<file path="src/rtl/rld_pkg.sv">
// Shared definitions for the run-length detector.
//   state_e  : run tracker state (no run / run of 0s / run of 1s)
//   sat_inc  : increment that sticks at a caller-supplied ceiling
package rld_pkg;

    typedef enum logic [1:0] {
        IDLE = 2'b00,
        ZRUN = 2'b01,
        ORUN = 2'b10
    } state_e;

    // Operates on 32-bit values so one function serves every counter width;
    // callers cast in and out of their own width.
    function automatic logic [31:0] sat_inc(input logic [31:0] v, input logic [31:0] max_v);
        return (v >= max_v) ? max_v : v + 32'd1;
    endfunction

endpackage

</file>
<file path="src/rtl/sat_counter.sv">
// Saturating up-counter with synchronous clear.
//   clk   : clock, posedge
//   rst_i : synchronous active-high reset, highest priority
//   inc_i : count up by one (sticks at 2^WIDTH-1)
//   clr_i : force to zero, wins over inc_i
//   cnt_o : registered count
module sat_counter
    import rld_pkg::*;
#(
    parameter int WIDTH = 8
) (
    input  logic             clk,
    input  logic             rst_i,
    input  logic             inc_i,
    input  logic             clr_i,
    output logic [WIDTH-1:0] cnt_o
);

    localparam logic [31:0] CNT_MAX = 32'((64'd1 << WIDTH) - 64'd1);

    logic [WIDTH-1:0] cnt_q;
    logic [WIDTH-1:0] cnt_d;

    always_comb begin
        cnt_d = cnt_q;
        if (clr_i) begin
            cnt_d = '0;
        end else if (inc_i) begin
            cnt_d = WIDTH'(sat_inc(32'(cnt_q), CNT_MAX));
        end
    end

    always_ff @(posedge clk) begin
        if (rst_i) begin
            cnt_q <= '0;
        end else begin
            cnt_q <= cnt_d;
        end
    end

    assign cnt_o = cnt_q;

endmodule

</file>
<file path="src/rtl/run_length_detector.sv">
// Mealy run detector for a serial bit stream.
// Tracks the current run of identical bits and flags when its length reaches
// a programmable threshold, either on every bit of the run (CONT=1) or once
// per run (CONT=0). Counts match cycles in a saturating hit counter.
//   clk        : clock, posedge
//   RESET      : synchronous active-high reset
//   in_valid   : `in` carries a stream bit this cycle (0 = bubble)
//   in         : serial data bit
//   zero_len   : 0-run threshold, 0 disables zero matching
//   one_len    : 1-run threshold, 0 disables one matching
//   hit_clr    : clear hit_cnt
//   match_zero : combinational 0-run match for the current bit
//   match_one  : combinational 1-run match for the current bit
//   run_len    : registered, saturating length of the current run
//   hit_cnt    : registered, saturating count of match cycles
module run_length_detector
    import rld_pkg::*;
#(
    parameter int CNT_W = 4,
    parameter int HIT_W = 8,
    parameter int CONT  = 1
) (
    input  logic             clk,
    input  logic             RESET,
    input  logic             in_valid,
    input  logic             in,
    input  logic [CNT_W-1:0] zero_len,
    input  logic [CNT_W-1:0] one_len,
    input  logic             hit_clr,
    output logic             match_zero,
    output logic             match_one,
    output logic [CNT_W-1:0] run_len,
    output logic [HIT_W-1:0] hit_cnt
);

    localparam logic [31:0] RUN_MAX = 32'((64'd1 << CNT_W) - 64'd1);
    localparam logic        CONT_EN = (CONT != 0);

    state_e           state_q;
    logic [CNT_W-1:0] run_len_q;
    logic             fired_q;

    logic             same_run;
    logic             state_ok;
    logic [CNT_W-1:0] run_len_d;
    logic             fired_eff;
    logic             fired_d;
    logic             hit_inc;

    always_comb begin
        same_run = 1'b0;
        state_ok = 1'b1;
        case (state_q)
            IDLE:    same_run = 1'b0;
            ZRUN:    same_run = ~in;
            ORUN:    same_run = in;
            default: state_ok = 1'b0;
        endcase

        run_len_d = same_run ? CNT_W'(sat_inc(32'(run_len_q), RUN_MAX)) : CNT_W'(1);

        // A new run forgets that the previous run already fired.
        fired_eff = fired_q & same_run;

        match_zero = in_valid & state_ok & ~in & (zero_len != '0) &
                     (run_len_d >= zero_len) & (CONT_EN | ~fired_eff);
        match_one  = in_valid & state_ok &  in & (one_len != '0) &
                     (run_len_d >= one_len) & (CONT_EN | ~fired_eff);

        fired_d = ~CONT_EN & (fired_eff | match_zero | match_one);
        hit_inc = match_zero | match_one;
    end

    always_ff @(posedge clk) begin
        if (RESET) begin
            state_q   <= IDLE;
            run_len_q <= '0;
            fired_q   <= 1'b0;
        end else begin
            case (state_q)
                IDLE, ZRUN, ORUN: begin
                    // Bubbles leave the run untouched.
                    if (in_valid) begin
                        state_q   <= in ? ORUN : ZRUN;
                        run_len_q <= run_len_d;
                        fired_q   <= fired_d;
                    end
                end
                default: begin
                    state_q   <= IDLE;
                    run_len_q <= '0;
                    fired_q   <= 1'b0;
                end
            endcase
        end
    end

    assign run_len = run_len_q;

    sat_counter #(
        .WIDTH(HIT_W)
    ) u_hit_cnt (
        .clk   (clk),
        .rst_i (RESET),
        .inc_i (hit_inc),
        .clr_i (hit_clr),
        .cnt_o (hit_cnt)
    );

endmodule

</file>
<file path="config.mk">
export PLATFORM = sky130hd
export DESIGN_NAME = run_length_detector
export DESIGN_NICKNAME = d
export VERILOG_FILES = /design/src/rtl/rld_pkg.sv /design/src/rtl/sat_counter.sv /design/src/rtl/run_length_detector.sv
export SDC_FILE = /design/constraint.sdc
export NUM_CORES = 1
export LEC_CHECK = 0
export CAP_MARGIN = 30
export CORE_MARGIN = 10
export CORE_UTILIZATION = 46
export DETAILED_ROUTE_END_ITERATION = 6
export GPL_TIMING_DRIVEN = 0
export PLACE_DENSITY = 0.78
export SLEW_MARGIN = 20
export SYNTH_ARGS = -nofsm -noshare
export SYNTH_HDL_FRONTEND = slang
export SYNTH_SLANG_ARGS = --single-unit
</file>
<file path="constraint.sdc">
create_clock -name clk -period 2.68 [get_ports clk]
set_input_delay 0.536 -clock clk [delete_from_list [all_inputs] [get_ports clk]]
set_output_delay 0.536 -clock clk [all_outputs]
set_load 0.05 [all_outputs]
</file>
==> results of run 1 <==
registers in the layout, summed over array words and instances, names as in the netlist:
| name | flops |
|---|---|
| u_hit_cnt.cnt_o | 8 |
| run_len | 4 |
| state_q | 2 |
worst min-delay path by stage:
stage / to / startpoint / depth (start not counted) / slack (ns)
after floorplan: state_q[1] / state_q[1] / 2 / 0.47
after global placement: state_q[1] / state_q[1] / 2 / 0.48
after detailed placement: state_q[1] / state_q[1] / 2 / 0.49
after CTS: run_len[0] / in_valid / 2 / 0.48
after global routing: run_len[0] / in_valid / 2 / 0.48
final: run_len[0] / in_valid / 2 / 0.49
power by group:
part	internal, mW	total (mW)	leakage [nW]	switching [mW]
registers	0.210	0.216	0.117	0.00576
clock network	0.0829	0.159	0.0210	0.0758
logic	0.0572	0.113	0.445	0.0561
cells by family (layout without fill, tap and decap cells):
kind of cell / after synthesis / after routing / synth area share (%)
multiplexers: 3 / 3 / 3.17
AO/OA/AOI/OAI: 26 / 26 / 21.3
flip-flops: 14 / 14 / 29.6
buffers and inverters: 11 / 49 / 5.94
adder cells (fa/ha/maj): 10 / 10 / 13.2
AND/OR/NAND/NOR: 43 / 43 / 26.8
Yosys cell counts, types with 2 or more instances:
cell      instances  area share [%]
dfxtp_1          14              30
nor2_1           14             5.5
ha_1             10              13
inv_1             8             3.2
a21oi_1           6             3.2
a311oi_1          5             4.6
a211oi_1          4             3.2
nand2_1           4             1.6
mux2i_1           3             3.2
nand2b_1          3             2.0
nand3_1           3             1.6
nor3b_1           3             2.4
o21ai_0           3             1.6
a31oi_1           2             1.3
a41oi_1           2             1.8
and2_1            2             1.3
and3_1            2             1.3
buf_6             2             2.4
nor3_1            2             1.1
area by class of cell:
cell class	instances	share of cell area, %
multi-input cells	82	50.2
repair buffers	34	21.9
flip-flops and latches	14	19.6
clock buffers	4	2.39
well taps	27	2.23
inverters	8	1.98
plain buffers	3	1.73
what timing repair did:
action                                  4_1_cts  5_1_grt
gates resized for setup                      46       11
hold buffers                                  0        0
pin swaps                                    14        6
endpoints found under the setup margin       10        6
setup buffers                                 8        1
through the flow:
step / power [mW] / util [%] / hold WS, ns / cell area (um2) / setup slack [ns]
6_report: 0.488 / 77.3 / 0.486 / 1520 / -0.118
4_1_cts: 0.477 / 74.1 / 0.480 / 1450 / -0.0226
5_1_grt: 0.509 / 77.3 / 0.475 / 1520 / -0.191
3_5_place_dp: 0.302 / 63.1 / 0.489 / 1240 / -1.30
3_3_place_gp: 0.299 / 63.1 / 0.480 / 1240 / -1.27
2_1_floorplan: 0.269 / - / 0.472 / 953 / 0.0314
routing by layer:
layer	up-vias	GRT usage, %	share of wire, %	routed length (um)
met2	25	25.0	53	1610
met1	465	13.7	39	1190
li1	482	-	-	-
met5	-	0	0	0
met3	6	5.08	4.5	137
met4	0	5.88	2.7	83
worst max-delay path, stage by stage:
cell,delay [ns]
buf_6,0.10
and3b_2,0.23
a21oi_4,0.22
buf_6,0.14
nor2_4,0.04
ha_4,0.20
nand2b_4,0.14
a2111oi_4,0.40
nor2_2,0.08
buf_6,0.16
==> metrics.cfg, run 1 <==
[outcome]
status = complete, but fails checks
violations = setup timing

[setup_path]
r2r_start = run_len[0]
regToRegSetupSlack_ns = 0.09
worst_r2r_path_depth = 13
worstReg2RegEnd = u_hit_cnt.cnt_o[2]
worstSetupPathType = primary input to primary output
endpoint = match_one
cp.arrival_ns = 2.26
cp-start-kind = primary input
endpoint_kind = primary output
cp.required_ns = 2.14
path_max_fanout = 5
crit_start = in

[sta]
fmax_mhz = 357
skew_ns = 0.00436
min_period_ns = 2.80
fin_ws_ns = -0.118
setup_violations = 2
drv_slew = 0
rsz0062_at_grt = true
tightest_slew_ns = 0.560
slew_headroom_pct = 62.5
fin_crit_sh_pct = 104
final-hold-violation-count = 0
tns_ns = -0.158

[floorplan]
num_rows = 16
fp.dieArea_um2 = 4270
core_area_um2 = 1960
die_y_um = 65.4
initial_core_util_pct = 48.3
die_x_um = 65.4
ios = 27

[cells_and_area]
multi_input_area_um2 = 761
seq_area_um2 = 297
area_growth_pct = 60.1
n_antenna_cell = 0
layout_common_cells = clkdlybuf4s50_1, nor2_1, dfxtp_1
layout.cells.non_filler = 172
n_fill_cell = 132
final_nets = 169
drive_gt1_share_pct = 33.8
layout_commonest_cell = clkdlybuf4s50_1

[global_route]
antenna_found_initial = 0
grt_pass1_wl_um = 4640
grt-ovfl-total = 0
grt_pass1_vias = 1023
track_usage_pct = 13.7
grt_max_degree = 11

[logic_synthesis]
async_flop_share_pct = 0
synth_ff_type = dfxtp_1
yosysWarnings = 0
synth-edff-count = 0
yosysUniqueCellTypes = 34
ys_ff_latch = 14
syn_avg_cell_area_um2 = 8.85
syn_area_um2 = 947
syn_nets = 130
yosysSeqAreaShare_pct = 29.6
postSynthCellCount = 107

[route]
vias = 978
drtPass1Iterations = 4
drc_errors = 0
wl_per_cell_um = 17.6
ant_nets = 0
first_iter_violations = 35
wl_um = 3030
drt-vias-per-instance = 5.69

[placement]
place_hpwl_um = 1990
portBuffers = 25
placedCellCount = 159
gp_congestion = 0.786

[worst_hold_path]
hold_class = primary input to flop

[pwr]
power_density_nw_per_um2 = 322
p_leak_nw = 0.582
vdd_ir_drop_max_mv = 0.291

[flow_run]
maxCapViolations = 0

[clocking]
cts_tree = yes
clkTransAtPathRegs_ns = 0.08
clock_sinks = 14
clk_latency_ns = 0.29
htreeDepth = 1
cts-root-buf = clkbuf_4
cts_buffers = 3
cts_buffer_depth = 2

Power figures use the tool's default switching activity.
==> run 2: changes to the inputs <==
--- a/config.mk
+++ b/config.mk
@@ -5,11 +5,14 @@
 export SDC_FILE = /design/constraint.sdc
 export NUM_CORES = 1
 export LEC_CHECK = 0
+export ABC_CLOCK_PERIOD_IN_PS = 2680
 export CAP_MARGIN = 30
 export CORE_MARGIN = 10
 export CORE_UTILIZATION = 46
+export CTS_CLUSTER_DIAMETER = 60
 export DETAILED_ROUTE_END_ITERATION = 6
 export GPL_TIMING_DRIVEN = 0
+export HOLD_SLACK_MARGIN = 0.1
 export PLACE_DENSITY = 0.78
 export SLEW_MARGIN = 20
 export SYNTH_ARGS = -nofsm -noshare
==> results of run 2 <==
Final layout, timing and power as in run 1 (identical DEF).
==> run 3: changes to the inputs <==
--- a/config.mk
+++ b/config.mk
@@ -8,7 +8,7 @@
 export ABC_CLOCK_PERIOD_IN_PS = 2680
 export CAP_MARGIN = 30
 export CORE_MARGIN = 10
-export CORE_UTILIZATION = 46
+export CORE_UTILIZATION = 47
 export CTS_CLUSTER_DIAMETER = 60
 export DETAILED_ROUTE_END_ITERATION = 6
 export GPL_TIMING_DRIVEN = 0
@@ -17,4 +17,5 @@
 export SLEW_MARGIN = 20
 export SYNTH_ARGS = -nofsm -noshare
 export SYNTH_HDL_FRONTEND = slang
+export SYNTH_HIERARCHICAL = 1
 export SYNTH_SLANG_ARGS = --single-unit
==> constraint.sdc (replaced) <==
create_clock -name clk -period 2.68 [get_ports clk]
set_input_delay 0.536 -clock clk [delete_from_list [all_inputs] [get_ports clk]]
set_output_delay 0.536 -clock clk [all_outputs]
set_load 0.1 [all_outputs]
==> run 3 against run 2 <==
Compared with the run above: the run now ends clean; power fell by 0.76%; fmax increased by 4.4%; first-iteration DRC count rose by 17%; combinational power shrank 8%; critical path depth down 2; global-route usage is 0.91 points lower; hold slack got worse by 0.015 ns; via count increased by 6.7%; area after synthesis is 4.9% higher; die area increased by 1.8%; sequential share of layout area fell by 0.36 points; worst setup slack improved by 0.12 ns; critical endpoint unchanged.
==> metrics.cfg, run 3 <==
[outcome]
status = finished clean

[sta]
min_period_ns = 2.68
tightest_slew_ns = 0.999
drv_slew = 0
fmax_mhz = 373
slew_headroom_pct = 33.2
worst_hold_slack_ns = 0.471
fin_ws_ns = 0.000115
final-hold-violation-count = 0
rsz0062_at_grt = true
skew_ns = 0.00477
setup_violations = 0
fin_crit_sh_pct = 100

[clocking]
cts_tree = yes
cts_buffers = 3
clkTransAtPathRegs_ns = 0.10
cts-root-buf = clkbuf_4
cts_buffer_depth = 2
htreeDepth = 1
clk_latency_ns = 0.29
clock_sinks = 14

[cells_and_area]
layout.cells.non_filler = 178
layout_commonest_cell = clkdlybuf4s50_1
finalCoreUtilization_pct = 78.3
final_cell_area_um2 = 1550
largest_reg_flops = 8
layout_common_cells = clkdlybuf4s50_1, inv_1, buf_4, dfxtp_1, ha_1
final_nets = 175
area_growth_pct = 56.2
drive_gt1_share_pct = 31.1
n_antenna_cell = 0

[logic_synthesis]
syn_nets = 139
yosysUniqueCellTypes = 42
synth_area_leader_cell = dfxtp_1
synthTopCellsByArea = dfxtp_1, ha_1, o21ai_0, inv_1, a21oi_1
syn_avg_cell_area_um2 = 8.56
async_flop_share_pct = 0
synth_top_area_share_pct = 28.2
yosysSeqAreaShare_pct = 28.2
synth-edff-count = 0
yosysWarnings = 6
ys_ff_latch = 14
syn_area_um2 = 993
postSynthCellCount = 116
synth_ff_type = dfxtp_1
yosysMostFrequentCell = dfxtp_1
synthTopCellsByCount = dfxtp_1, inv_1, ha_1

[pwr]
vdd_ir_drop_max_mv = 0.176
power_density_nw_per_um2 = 312
clkPwrFrac_pct = 33.9
swShare_pct = 29.8
switching_power_mw = 0.144
seqPwrFrac_pct = 44.7
combPwrFrac_pct = 21.4
p_int_mw = 0.340
p_leak_nw = 0.647

[route]
vias = 1044
drc_errors = 0
drt-vias-per-instance = 5.87
first_iter_violations = 41
drtPass1Iterations = 4
ant_nets = 0
wl_per_cell_um = 17.0
wl_um = 3030

[floorplan]
initial_core_util_pct = 50.1
die_x_um = 66.0
die_y_um = 66.0
num_rows = 16
core_area_um2 = 1980
ios = 27
fp.dieArea_um2 = 4350

[flow_run]
maxCapViolations = 0

[placement]
placedCellCount = 168
placed_cell_area_um2 = 1300
post-place-ws_ns = -1.46
place_hpwl_um = 1980
portBuffers = 25
gp_congestion = 0.836

[setup_path]
max_stage_delay_ns = 0.29
worstPathBufferInverterCount = 2
endpoint_kind = primary output
path_cells = buf_4, and3b_2, o211a_1, ha_1, nor3b_1, o21ai_1, and2_4, buf_12
critPathTopFamily = simple AND/OR/NAND/NOR gates
cp-start-kind = primary input
cp.required_ns = 2.14
worstSetupPathType = primary input to primary output
cp.arrival_ns = 2.14
worst_path_max_delay_cell = ha_1
path_max_fanout = 6

[global_route]
grt-ovfl-total = 0
grt_pass1_wl_um = 4570
grt_max_degree = 11
antenna_found_initial = 0
grt_pass1_vias = 1014
track_usage_pct = 12.8

[worst_hold_path]
hold_class = primary input to flop

[run 3: cell types whose count changed after synthesis, sizes merged, moves of 3 or more]
| cell | delta |
|---|---|
| a211oi | -3 |
| a311oi | -5 |
| inv | +3 |
| nand2b | -3 |
| nand3b | +3 |
| nor2 | -6 |
| nor4 | +3 |
| o21ai | +7 |
[run 3: cell type report]
class                           count  area (um2)
Buffer                              3        22.5
Clock buffer                        4        36.3
Fill cell                         129         430
Inverter                           11        41.3
Multi-Input combinational cell     88         807
Sequential cell                    14         298
Tap cell                           27        33.8
Timing Repair Buffer               31         313
[run 3: kinds of logic after synthesis]
group                      Yosys count  synth area share [%]
adders and majority gates           10                  12.6
xor gates and xnor gates             1                 0.882
and+or+nand+nor                     45                  28.1
muxes                                3                  3.02
buffers and inverters               14                  6.42
AOI/OAI and AO/OA                   29                  20.8
DFF                                 14                  28.2
[run 3: worst register-to-register path: stages (launching register included)]
cell and delay (ns):
dfxtp_4 0.37, and3b_2 0.32, a2bb2o_4 0.24, inv_1 0.08, ha_1 0.23, o21ai_1 0.17, o21ai_2 0.09, a22o_1 0.24
buf_4 0.17, and3_2 0.21, nor4b_4 0.28, nor3b_2 0.07
[run 3: repair_timing]
| item | in CTS | in global routing |
|---|---|---|
| setup buffers | 3 | 3 |
| hold buffers | 0 | 0 |
| setup endpoints to repair | 10 | 5 |
| pin swaps | 12 | 14 |
| resized for setup | 39 | 21 |
[run 3: path summary, 6_finish.rpt]
kind | startpoint | cells past startpoint | slack, ns | endpoint
max | in | 8 | 0.0001 | match_one
min | in_valid | 2 | 0.47 | run_len[0]
max reg2reg | state_q[0] | 11 | 0.09 | u_hit_cnt/cnt_o[7]
min reg2reg | u_hit_cnt/cnt_o[6] | 2 | 0.53 | u_hit_cnt/cnt_o[6]
[run 3: per-stage QoR]
stage,power (mW),setup TNS (ns)
5_1_grt,0.503,-0.258
4_1_cts,0.468,-0.0621
3_5_place_dp,0.307,-7.24
6_report,0.484,0
2_1_floorplan,0.274,0
3_3_place_gp,0.304,-6.69
[run 3: power by group through the flow]
stage	clock (mW)	sequential (mW)	combinational, mW
global placement	0	0.221	0.0831
floorplan	0	0.235	0.0389
CTS	0.159	0.217	0.0923
detailed placement	0	0.221	0.0854
global route	0.173	0.217	0.112
finish	0.164	0.216	0.104
[run 3: per-layer routing]
metal / vias up / track usage, % / wire (um)
li1: 506 / - / -
met3: 14 / 3.73 / 204
met1: 478 / 15.3 / 1170
met2: 46 / 21.0 / 1550
met5: - / 0 / 0
met4: 0 / 5.24 / 100
==> RTL edit 1, RTL diff (config.mk and constraints of run 2) <==
`CNT_W`: 4 -> 3.
--- a/src/rtl/run_length_detector.sv
+++ b/src/rtl/run_length_detector.sv
@@ -17,5 +17,5 @@
     import rld_pkg::*;
 #(
-    parameter int CNT_W = 4,
+    parameter int CNT_W = 3,
     parameter int HIT_W = 8,
     parameter int CONT  = 1
Ports: changed (resized one_len, run_len and zero_len); port bits go from 27 to 24. No check against the original RTL was run, so the function may have changed too.
==> RTL edit 1 against run 2 <==
The run still ends with negative setup slack left. Power shrank 12%. Area after synthesis shrank 11%. Sequential cell count shrank 1. Design area shrank 11%. Routed wire length shrank 15%. Sequential power shrank 6%. Critical path type is now reg2out. Highest routed layer unchanged. Die area shrank 7.4%. Setup slack gained 0.019 ns.
==> RTL edit 1: results (changes against run 2) <==
Status - complete, but fails checks (unchanged)
Failing checks - negative setup slack (unchanged)
Fraction of the mapped netlist area in adder cells - 13.3% (was 13.2%)
Vias - 864 (was 978)
Post-place setup slack - -1.14 ns (was -1.30 ns)
Metal3 WL - 139 um (was 137 um)
CP Launch Point - run_len[0] (was in)
Reg2reg path depth - 12 (was 13)
Max incr delay on CP - 0.34 ns (was 0.40 ns)
Hpwl dp - 1.63 mm (was 1.99 mm)
Maximum VDD drop - 0.000364 V (was 0.000291 V)
Pleak - 0.000508 uW (was 0.000582 uW)
Distinct cell type count after synthesis - 35 (was 34)
Met2 Track Usage GR - 20.6% (was 25.0%)
Clock skew - 0.00190 ns (was 0.00436 ns)
Vias in the first global route - 883 (was 1023)
Initial drt markers - 21 (was 35)
Synth Area in Compound Gates - 21.1% (was 21.3%)
Slew @ Worst Pin - 0.537 ns (was 0.560 ns)
Post-synthesis mux area share - 3.55% (was 3.17%)
Capturing point of the worst reg2reg path - u_hit_cnt.cnt_o[0] (was u_hit_cnt.cnt_o[2])
Largest net degree at the start of global routing - 9 (was 11)
GRT met3 Usage - 5.38% (was 5.08%)
Global-route wire length before repair - 4.06 mm (was 4.64 mm)
Sequential fraction of the synthesis area - 30.7% (was 29.6%)
Final setup fails - 2 (unchanged)
Final setup margin - -0.0996 ns (was -0.118 ns)
Post-Syn Nets - 120 (was 130)
Clk_lat worst skew - 0.27 ns (was 0.29 ns)
Synth area leaders - dfxtp_1 31%, ha_1 13%, a211oi_1 4.4% (was dfxtp_1 30%, ha_1 13%, nor2_1 5.5%)
Crit path max fanout - 3 (was 5)
## RTL edit 1: changes by cell type after synthesis, sizes merged, moves of 2 or more
cell / delta
a311oi: -3
nand2b: -2
nor2: -4
nor3: +3
a211oi: +2
nor2b: +2
or2: +2
## RTL edit 1: where the power goes
part	internal, uW	leakage [uW]	switching (uW)
sequential	198	0.000106	5.29
clock	57.7	0.0000150	61.8
combinational	50.6	0.000387	53.9
total	306	0.000508	121
## RTL edit 1: timing repair
| action | 4_1_cts | 5_1_grt |
|---|---|---|
| pin swaps | 5 | 7 |
| hold buffers | 0 | 0 |
| cloned | 1 | 0 |
| resized for setup | 30 | 21 |
| setup buffers | 7 | 2 |
| endpoints found under the hold margin | 0 | 0 |
| endpoints found under the setup margin | 10 | 10 |
## RTL edit 1: worst max path at each step
stage	to	slack [ns]	cells after the start
2_1_floorplan	match_zero	0.08	8
3_3_place_gp	match_one	-1.11	9
3_5_place_dp	match_one	-1.14	9
4_1_cts	match_zero	-0.06	9
5_1_grt	match_zero	-0.17	9
6_report	match_zero	-0.1	9
## RTL edit 1: stage by stage
step,instances,hold WS (ns),setup TNS (ns),utilization (%),power [uW]
final,159,0.508,-0.162,77.3,427
after global routing,159,0.522,-0.304,77.3,448
after CTS,158,0.498,-0.116,71.7,414
after detailed placement,147,0.503,-5.83,63.2,283
after global placement,147,0.485,-5.32,63.2,281
after floorplan,100,0.471,0,-,253
## RTL edit 1: cell type report
cell class / count / area [um2] / share of cell area (%)
Multi-Input combinational cell: 77 / 692 / 51.3
Timing Repair Buffer: 30 / 289 / 21.4
Tap cell: 25 / 31.3 / 2.32
Sequential cell: 13 / 263 / 19.5
Buffer: 3 / 22.5 / 1.67
Clock buffer: 4 / 26.3 / 1.95
Inverter: 7 / 26.3 / 1.95
==> RTL edit 2, RTL diff (flow settings as in run 2) <==
Without the edit above. Make the reset (`RESET` and `rst_i`) asynchronous in 2 clocked blocks. Comments in the files are not updated.
--- a/src/rtl/sat_counter.sv
+++ b/src/rtl/sat_counter.sv
@@ -31,5 +31,5 @@
     end
 
-    always_ff @(posedge clk) begin
+    always_ff @(posedge clk or posedge rst_i) begin
         if (rst_i) begin
             cnt_q <= '0;
--- a/src/rtl/run_length_detector.sv
+++ b/src/rtl/run_length_detector.sv
@@ -72,5 +72,5 @@
     end
 
-    always_ff @(posedge clk) begin
+    always_ff @(posedge clk or posedge RESET) begin
         if (RESET) begin
             state_q   <= IDLE;
Check against the original RTL: differs if RESET is asserted again (counterexample within 4 cycles, from zero or initial values and one cycle with RESET high); with RESET held inactive, the same outputs for 10 cycles.
==> RTL edit 2 against run 2 <==
The flow still finishes with violations (negative setup slack). Routed wire length fell by 7.5%. Area after synthesis rose by 9.4%. Sequential cell count did not move. Die area rose by 6.5%. Setup slack got worse by 0.40 ns. Design area rose by 0.41%. Hold slack improved by 0.040 ns. Count of clock-buffer cells in the layout did not move. First-iteration DRC count did not move. Critical endpoint is now match_zero.
Power is not compared: it rests on default switching activity, and its combinational part moved more than twofold at a synthesized area within 25%.
==> RTL edit 2: results (changes against run 2) <==
Status - complete, but fails checks (unchanged)
Failing checks - negative setup slack (unchanged)
Distinct cell type count after synthesis - 36 (was 34)
Area after DPL - 0.00137 mm2 (was 0.00124 mm2)
Reg2reg path depth - 12 (was 13)
Hold Crit Endpoint - state_q[0] (was run_len[0])
IO buf count - 24 (was 25)
Average wire per standard cell - 15.9 um (was 17.6 um)
Beginning of the worst hold path - in (was in_valid)
Post_cts resized - 31 (was 46)
Largest net degree at the start of global routing - 15 (was 11)
Final setup fails - 10 (was 2)
Final GP Congestion - 0.772 (was 0.786)
Post-Syn Nets - 133 (was 130)
Vias in the first global route - 1039 (was 1023)
Post-place setup slack - -1.59 ns (was -1.30 ns)
FFs w/ async S/R, synth - 100% (was 0%)
R2R setup slack - -0.35 ns (was 0.09 ns)
CP Launch Point - run_len[1] (was in)
Hpwl dp - 2.10 mm (was 1.99 mm)
Sequential fraction of the synthesis area - 33.8% (was 29.6%)
CP top delay family - simple AND/OR/NAND/NOR gates (was compound AO/OA/AOI/OAI gates)
Capturing point of the worst reg2reg path - u_hit_cnt.cnt_o[3] (was u_hit_cnt.cnt_o[2])
Crit path to - match_zero (was match_one)
Ratio of cells with drive above 1 in the final layout - 29.1% (was 33.8%)
Critical Path AT - 2.66 ns (was 2.26 ns)
Global-route wire length before repair - 4.75 mm (was 4.64 mm)
Final setup margin - -0.520 ns (was -0.118 ns)
Setup TNS - -3.37 ns (was -0.158 ns)
Slew @ Worst Pin - 0.515 ns (was 0.560 ns)
Max incr delay on CP - 0.47 ns (was 0.40 ns)
==> RTL edit 2: cell families after synthesis <==
| family | synth area share [%] |
|---|---|
| simple gates | 23.3 |
| compound gates | 24.4 |
| flops | 33.8 |
| buf+inv | 5.92 |
| fa+ha+maj | 9.66 |
| mux | 2.90 |
==> RTL edit 2: through the flow <==
stage / hold WS, ns / instances
after floorplan: 0.425 / 112
after CTS: 0.526 / 174
final: 0.526 / 176
after global routing: 0.541 / 176
after global placement: 0.553 / 164
after detailed placement: 0.587 / 164
==> RTL edit 2: cell type report <==
class / count / area [um2]
repair buffers: 32 / 313
flip-flops and latches: 14 / 355
clock buffers: 4 / 36.3
multi-input cells: 86 / 722
well taps: 28 / 35.0
inverters: 8 / 30.0
plain buffers: 4 / 31.3
fillers: 163 / 647
==> RTL edit 2: metal layers <==
metal  vias up  wire length (um)  global-route usage, %
met5         -                 0                      0
met4         0                14                   3.59
met3         2               115                   1.98
met2        31              1470                   23.9
met1       474              1200                   14.9
li1        502                 -                      -
